--- config.mk ---
export PLATFORM = sky130hd
export DESIGN_NAME = if_fetch_unit
export DESIGN_NICKNAME = d
export VERILOG_FILES = /design/src/rtl/fetch_pkg.sv /design/src/rtl/fetch_fifo.sv /design/src/rtl/if_fetch_unit.sv
export SDC_FILE = /design/constraint.sdc
export NUM_CORES = 1
export LEC_CHECK = 0
export CAP_MARGIN = 20
export CORE_ASPECT_RATIO = 0.6
export CORE_MARGIN = 2
export CORE_UTILIZATION = 51
export DETAILED_ROUTE_END_ITERATION = 12
export HOLD_SLACK_MARGIN = 0.03
export PLACE_DENSITY = 0.79
export SLEW_MARGIN = 20
export SYNTH_ARGS = -nofsm -noshare
export SYNTH_HDL_FRONTEND = slang
export SYNTH_HIERARCHICAL = 1
export SYNTH_SLANG_ARGS = --single-unit
--- constraint.sdc ---
create_clock -name clk -period 6 [get_ports clk]
set_input_delay 0.9 -clock clk [delete_from_list [all_inputs] [get_ports clk]]
set_output_delay 0.9 -clock clk [all_outputs]
set_load 0.05 [all_outputs]
--- src/rtl/fetch_pkg.sv ---
// Shared types for the instruction-fetch stage.
// Fetched packets are also used by the decode queue.
package fetch_pkg;

  localparam logic [31:0] NOP_INSN = 32'h0000_0013;

  typedef enum logic [1:0] {
    BOOT,
    REQ,
    WAIT,
    DRAIN
  } fetch_state_t;

  typedef struct packed {
    logic [31:0] pc;
    logic [31:0] ins;
    logic        fault;
  } fetch_pkt_t;

endpackage

--- src/rtl/fetch_fifo.sv ---
// Small circular buffer of fetch packets.
// Flush empties it in one cycle; head is combinational.
module fetch_fifo
  import fetch_pkg::*;
#(
  parameter int DEPTH = 2
) (
  input  logic                   clk,
  input  logic                   rst_n,
  input  logic                   push,
  input  logic                   pop,
  input  logic                   flush,
  input  fetch_pkt_t             din,
  output fetch_pkt_t             head,
  output logic [$clog2(DEPTH):0] count,
  output logic                   full,
  output logic                   empty
);

  localparam int AW = $clog2(DEPTH);
  localparam int CW = AW + 1;

  fetch_pkt_t     mem [DEPTH];
  logic [AW-1:0]  wptr;
  logic [AW-1:0]  rptr;
  logic           do_pop;

  assign empty  = (count == '0);
  assign full   = (count == CW'(DEPTH));
  assign do_pop = pop && !empty;
  assign head   = mem[rptr];

  always_ff @(posedge clk) begin
    if (push) begin
      mem[wptr] <= din;
    end
  end

  always_ff @(posedge clk) begin
    if (!rst_n || flush) begin
      wptr  <= '0;
      rptr  <= '0;
      count <= '0;
    end else begin
      if (push) begin
        wptr <= wptr + 1'b1;
      end
      if (do_pop) begin
        rptr <= rptr + 1'b1;
      end
      unique case ({push, do_pop})
        2'b10:   count <= count + 1'b1;
        2'b01:   count <= count - 1'b1;
        default: count <= count;
      endcase
    end
  end

  a_no_push_full: assert property (
    @(posedge clk) disable iff (!rst_n) !(push && full)
  );

endmodule

--- src/rtl/if_fetch_unit.sv ---
// Instruction fetch: PC, one-outstanding imem port,
// buffered words handed to decode over valid/ready.
module if_fetch_unit
  import fetch_pkg::*;
#(
  parameter logic [31:0] RESET_PC   = 32'h8000_0000,
  parameter int          FIFO_DEPTH = 2
) (
  input  logic        clk,
  input  logic        rst_n,
  output logic        imem_req,
  output logic [31:0] imem_addr,
  input  logic        imem_gnt,
  input  logic        imem_rvalid,
  input  logic [31:0] imem_rdata,
  input  logic        imem_err,
  input  logic        redirect_valid,
  input  logic [31:0] redirect_pc,
  output logic        out_valid,
  input  logic        out_ready,
  output logic [31:0] out_pc,
  output logic [31:0] out_ins,
  output logic        out_fault
);

  localparam int CW = $clog2(FIFO_DEPTH) + 1;

  fetch_state_t   state;
  logic [31:0]    fetch_pc;
  logic [31:0]    req_pc;
  logic           push;
  logic           pop;
  logic           full;
  logic           empty;
  logic [CW-1:0]  count;
  fetch_pkt_t     din;
  fetch_pkt_t     head;

  assign imem_req  = (state == REQ) && !full;
  assign imem_addr = fetch_pc;

  // A redirect kills the response in the same cycle
  assign push = (state == WAIT) && imem_rvalid && !redirect_valid;
  assign pop  = out_valid && out_ready;
  assign din  = '{pc: req_pc, ins: imem_rdata, fault: imem_err};

  assign out_valid = !empty;
  assign out_pc    = empty ? 32'h0 : head.pc;
  assign out_ins   = empty ? NOP_INSN : head.ins;
  assign out_fault = empty ? 1'b0 : head.fault;

  always_ff @(posedge clk) begin
    if (!rst_n) begin
      state    <= BOOT;
      fetch_pc <= RESET_PC;
      req_pc   <= RESET_PC;
    end else if (redirect_valid) begin
      fetch_pc <= {redirect_pc[31:2], 2'b00};
      unique case (state)
        BOOT:    state <= REQ;
        REQ:     state <= (imem_req && imem_gnt) ? DRAIN : REQ;
        WAIT:    state <= imem_rvalid ? REQ : DRAIN;
        DRAIN:   state <= imem_rvalid ? REQ : DRAIN;
        default: state <= BOOT;
      endcase
    end else begin
      unique case (state)
        BOOT: state <= REQ;
        REQ: begin
          if (imem_req && imem_gnt) begin
            req_pc   <= fetch_pc;
            fetch_pc <= fetch_pc + 32'd4;
            state    <= WAIT;
          end
        end
        WAIT:    if (imem_rvalid) state <= REQ;
        DRAIN:   if (imem_rvalid) state <= REQ;
        default: state <= BOOT;
      endcase
    end
  end

  fetch_fifo #(
    .DEPTH (FIFO_DEPTH)
  ) u_fifo (
    .clk   (clk),
    .rst_n (rst_n),
    .push  (push),
    .pop   (pop),
    .flush (redirect_valid),
    .din   (din),
    .head  (head),
    .count (count),
    .full  (full),
    .empty (empty)
  );

endmodule

==> Word-level counts from Yosys, hierarchy flattened <==
Memories as Yosys holds them, arrays and structs flattened. A register that Yosys moved wholly into a read port is not among the register bits.
Index checks and enable logic that the tools add are counted.
{ "word_totals": {"ff_bits": 70, "mem_bits_rw": 130, "inputBits": 71, "output_inout_bits": 99, "elab_cells": 63, "mem_count": 1} }
{ "memory_table": {"columns": ["name", "depth", "width", "read_ports", "rd_clocked_by_memory_dff", "wr", "line", "source"], "rows": [
  ["u_fifo.mem", 2, 65, 1, 1, 1, "fetch_fifo.sv:23", "fetch_pkt_t mem [DEPTH];"]
]} }
{ "op_classes": {"n_addsub": 5, "n_eq_ne": 8, "n_mux": 18, "bitwise": 2, "reduce_logical": 22} }
{ "ops": {"columns": ["cell", "count"], "rows": [
  ["$mux 32", 5],
  ["$add 32x3->32 const B", 1],
  ["$pmux 2 s3", 2],
  ["$mux 2", 5],
  ["$eq 2x2->1 const B", 4],
  ["$logic_and 1x1->1", 6],
  ["$reduce_and 2->1", 3],
  ["$reduce_bool 2->1", 3],
  ["$mux 1", 5],
  ["$eq 2x1->1 const B", 2],
  ["$logic_not 1->1", 4],
  ["$logic_not 2->1", 2],
  ["$pmux 2 s2", 1],
  ["$reduce_or 2->1", 2],
  ["$ne 3x1->1 const B", 1],
  ["$ne 3x2->1 const B", 1],
  ["$reduce_and 3->1", 1],
  ["$add 1x1->1 const B", 2],
  ["$add 2x1->2 const B", 1],
  ["$not 1->1", 2],
  ["$sub 2x1->2 const B", 1],
  ["$logic_or 1x1->1", 1]
]} }

==> Logic depth before layout (Yosys ltp) <==
{ "depth": {"depth_word": 7, "depth_mapped": 9, "depth_no_buf": 7} }

==> Cells and area by module <==
The synthesis kept the hierarchy.
{ "by_module_without_submodules": {"columns": ["module", "instances", "cells_per_inst", "area_per_inst_um2", "seq_area_each_um2"], "rows": [
  ["fetch_fifo", 1, 226, 4902.2, 4003.8],
  ["if_fetch_unit", 1, 458, 3422.0, 1241.2]
]} }

==> Worst setup path after synthesis <==
OpenSTA, ideal clock, no wires.
{ "synth_path": {"path_kind": "input-to-reg", "start": "in redirect_valid", "end": "mem u_fifo/mem[0][0] (netlist bit), enable pin", "setup_ps": 488, "arrival_ps": 4586, "required_time_ps": 5512, "path_slack_ps": 926, "stages": 6, "n_path_buf": 3, "cell_sequence": "clkbuf_1 clkbuf_1 buf_1 nor3_1 inv_1 nor2_1"} }
{ "synth_between": {"elab_chain_len": 4} }
{ "synth_rtl": {"columns": ["item", "line", "source"], "rows": [
  ["start: declaration", "if_fetch_unit.sv:17", "input logic redirect_valid,"],
  ["$logic_not 1->1", "if_fetch_unit.sv:43", "assign push = (state == WAIT) && imem_rvalid && !redirect_valid;"],
  ["$logic_and 1x1->1", "if_fetch_unit.sv:43", null],
  ["via push", "if_fetch_unit.sv:31", "logic push;"],
  ["$mux 1", "fetch_fifo.sv:34", "if (push) begin"],
  ["$mux 1 (not written as such)", "fetch_fifo.sv:35", "mem[wptr] <= din;"],
  ["end: declaration", "fetch_fifo.sv:23", null]
]} }
The timed path passes the listed nets, and every way through them passes these cells.

==> flow_metrics.py <==
metrics = {
    "final_layout": {
        "n_fill_cell": 1145,
        "utilization_pct": 66.9,
        "n_antenna_cell": 0,
        "syn_to_final_growth_pct": 29.1,
        "layout-drive-gt1-share_pct": 14.4,
        "final_area_sq_um": 10800,
        "nNetsFinal": 913,
        "final_common_cell": "clkdlybuf4s50_1",
        "layout_common_cells": "clkdlybuf4s50_1, edfxtp_1, nand2_1",
    },
    "floorplan": {
        "start_util_pct": 51.8,
        "dieArea_sq_um": 17400,
        "core_sq_um": 16100,
        "fp.dieH_microns": 103,
        "rows": 36,
        "io_pins": 170,
        "die_width_microns": 169,
    },
    "synth": {
        "syn_area_sq_um": 8320,
        "synth_ff_type": "edfxtp_1",
        "async_reset_ff_share_pct": 0,
        "yosysWarnings": 6,
        "synth.yosys.seq_area_share_pct": 63.0,
        "synth_edf_count": 130,
        "ys_ff_latch": 197,
        "synthCells": 684,
        "avgSynthCellArea_sq_um": 12.2,
        "synth_cell_types": 52,
    },
    "pwr": {
        "total_power_mw": 2.83,
        "ir_drop_mv": 0.185,
        "pwr-share-seq_pct": 52.9,
        "power_leakage_nw": 3.34,
        "p_sw_uw": 696,
        "clock_power_share_pct": 39.1,
        "power_density_nw_per_um2": 264,
        "p_comb_share_pct": 7.9,
        "internal_power_mw": 2.14,
        "sw_frac_of_total_pct": 24.6,
    },
    "cts": {
        "cts_tree": "done",
        "ctsResizeCount": 0,
        "clock_latency_ns": 0.44,
        "hold_buffers": 0,
        "cts.sinks": 197,
        "postCtsSetupRepairBufs": 0,
        "clockRootBuffer": "clkbuf_16",
        "cts_max_path_buffers": 2,
        "cts_max_level": 4,
        "clkTransAtPathRegs_ns": 0.07,
        "cts_made_buffers": 17,
    },
    "timing": {
        "drv_slew": 0,
        "min_period_ns": 4.09,
        "max_clock_freq_mhz": 244,
        "rsz0062_at_grt": "false",
        "hold_viol_final": 0,
        "slew_headroom_pct": 34.6,
        "fin_setup_tns_ns": 0,
        "fin_skew_ns": 0.0145,
        "worstMarginPinSlew_ns": 0.981,
        "setup_viol": 0,
        "period_share_pct": 68.2,
    },
    "grt": {
        "track_usage_pct": 22.7,
        "first_global_vias": 5705,
        "gr-total-overflow": 0,
        "antenna_found_initial": 0,
        "grt_pass1_wl_microns": 30400,
        "grt_max_degree": 66,
    },
    "place": {
        "placed_area_sq_um": 10100,
        "port_buffers": 165,
        "place_congestion": 0.821,
        "dpl.hpwl_microns": 13000,
    },
    "setup_path": {
        "arrival_ns": 3.19,
        "cp_data_required_time_ns": 5.10,
        "startpoint_type": "flip-flop",
        "end_kind": "output port",
        "criticalPathCategory": "reg2out",
        "crit_fanout": 38,
    },
    "run": {
        "drv_cap": 0,
    },
    "drt": {
        "ant_nets": 0,
        "vias": 5930,
        "drc": 0,
        "drt_iter0_markers": 692,
        "first_pass_iters": 5,
        "wl_per_cell_microns": 18.5,
        "totalWireLength_microns": 19700,
        "viasPerCell": 5.58,
    },
    "hold_path": {
        "hold_class": "reg2reg",
    },
    "outcome": {
        "status": "finished, final reports clean",
    },
}
-- cells in the mapped netlist (4+ instances only) --
cell / count / share of area [%]
nand4_1: 11 / 0.83
a21oi_1: 41 / 2.5
nor2_1: 18 / 0.81
a211oi_1: 9 / 0.81
or2_2: 5 / 0.38
o21ai_0: 25 / 1.5
or3_1: 7 / 0.53
a31oi_1: 5 / 0.38
inv_1: 9 / 0.41
buf_2: 4 / 0.24
buf_4: 7 / 0.63
a311oi_1: 6 / 0.63
mux2_2: 65 / 8.8
xnor2_1: 11 / 1.2
edfxtp_1: 130 / 47
xor2_1: 4 / 0.42
clkbuf_1: 28 / 1.3
dfxtp_1: 67 / 16
nand2_1: 81 / 3.7
nand3_1: 13 / 0.78
nor4_1: 15 / 1.1
nor3_1: 11 / 0.66
nor2b_1: 66 / 5.0
and3_1: 4 / 0.30
-- area by class of cell --
| class | count | area, sq um | area share [%] |
|---|---|---|---|
| Clock inverter | 13 | 108 | 1.00 |
| Timing Repair Buffer | 174 | 1740 | 16.2 |
| Inverter | 10 | 37.5 | 0.349 |
| Clock buffer | 19 | 464 | 4.32 |
| Sequential cell | 197 | 5250 | 48.8 |
| Multi-Input combinational cell | 440 | 2890 | 26.9 |
| Tap cell | 209 | 262 | 2.43 |
-- worst max-delay path, cell delays in order, from the launching register on --
cell and delay [ns]:
dfxtp_2 0.97, buf_4 0.50, mux2_2 0.38, nor2b_1 0.14, clkdlybuf4s50_1 0.76
-- state kept, by name (all words and copies together) (netlist names), named ones only --
signal / cells
state: 2
req_pc: 30
imem_addr: 30
u_fifo/rptr: 1
u_fifo/wptr: 1
u_fifo/count: 2
u_fifo/mem: 130
-- through the flow --
| step | cells | hold slack (ns) | setup slack (ns) |
|---|---|---|---|
| 6_report | 1062 | 0.455 | 1.91 |
| 5_1_grt | 1062 | 0.477 | 1.72 |
| 4_1_cts | 1061 | 0.458 | 1.80 |
| 3_5_place_dp | 1029 | 0.441 | 2.28 |
| 3_3_place_gp | 1029 | 0.432 | 2.32 |
| 2_1_floorplan | 689 | 0.425 | 0.926 |
-- worst paths after layout --
check | from | endpoint | slack [ns] | cells after the start
min reg2reg | req_pc[29] | u_fifo/mem[0][62] | 0.45 | 0
max reg2reg | u_fifo/count[0] | imem_addr[17] | 2.86 | 5
min | req_pc[29] | u_fifo/mem[0][62] | 0.45 | 0
max | flip-flop | out_pc[22] | 1.91 | 4
-- layer usage --
| metal | track usage (%) | vias up | share of wire, % |
|---|---|---|---|
| li1 | - | 2796 | - |
| met1 | 33.5 | 2838 | 47 |
| met2 | 34.4 | 256 | 44 |
| met3 | 4.95 | 40 | 7.3 |
| met4 | 6.10 | 0 | 1.5 |
| met5 | 0 | - | 0 |
-- power groups by stage --
| stage | clock, mW | sequential [mW] | combinational, mW |
|---|---|---|---|
| after floorplan | 0 | 1.57 | 0.0775 |
| after global placement | 0 | 1.53 | 0.216 |
| after detailed placement | 0 | 1.53 | 0.222 |
| after CTS | 1.12 | 1.50 | 0.223 |
| after global routing | 1.18 | 1.50 | 0.237 |
| final | 1.11 | 1.50 | 0.224 |
-- logic make-up after synthesis --
logic type	after synthesis	synth area share [%]
buf+inv	52	2.74
flops	197	63.0
fa+ha+maj	2	0.301
simple gates	253	16.5
other cells	1	0.0450
mux	66	8.91
compound gates	98	6.96
xor+xnor	15	1.58
(Power assumes the default switching activity.)
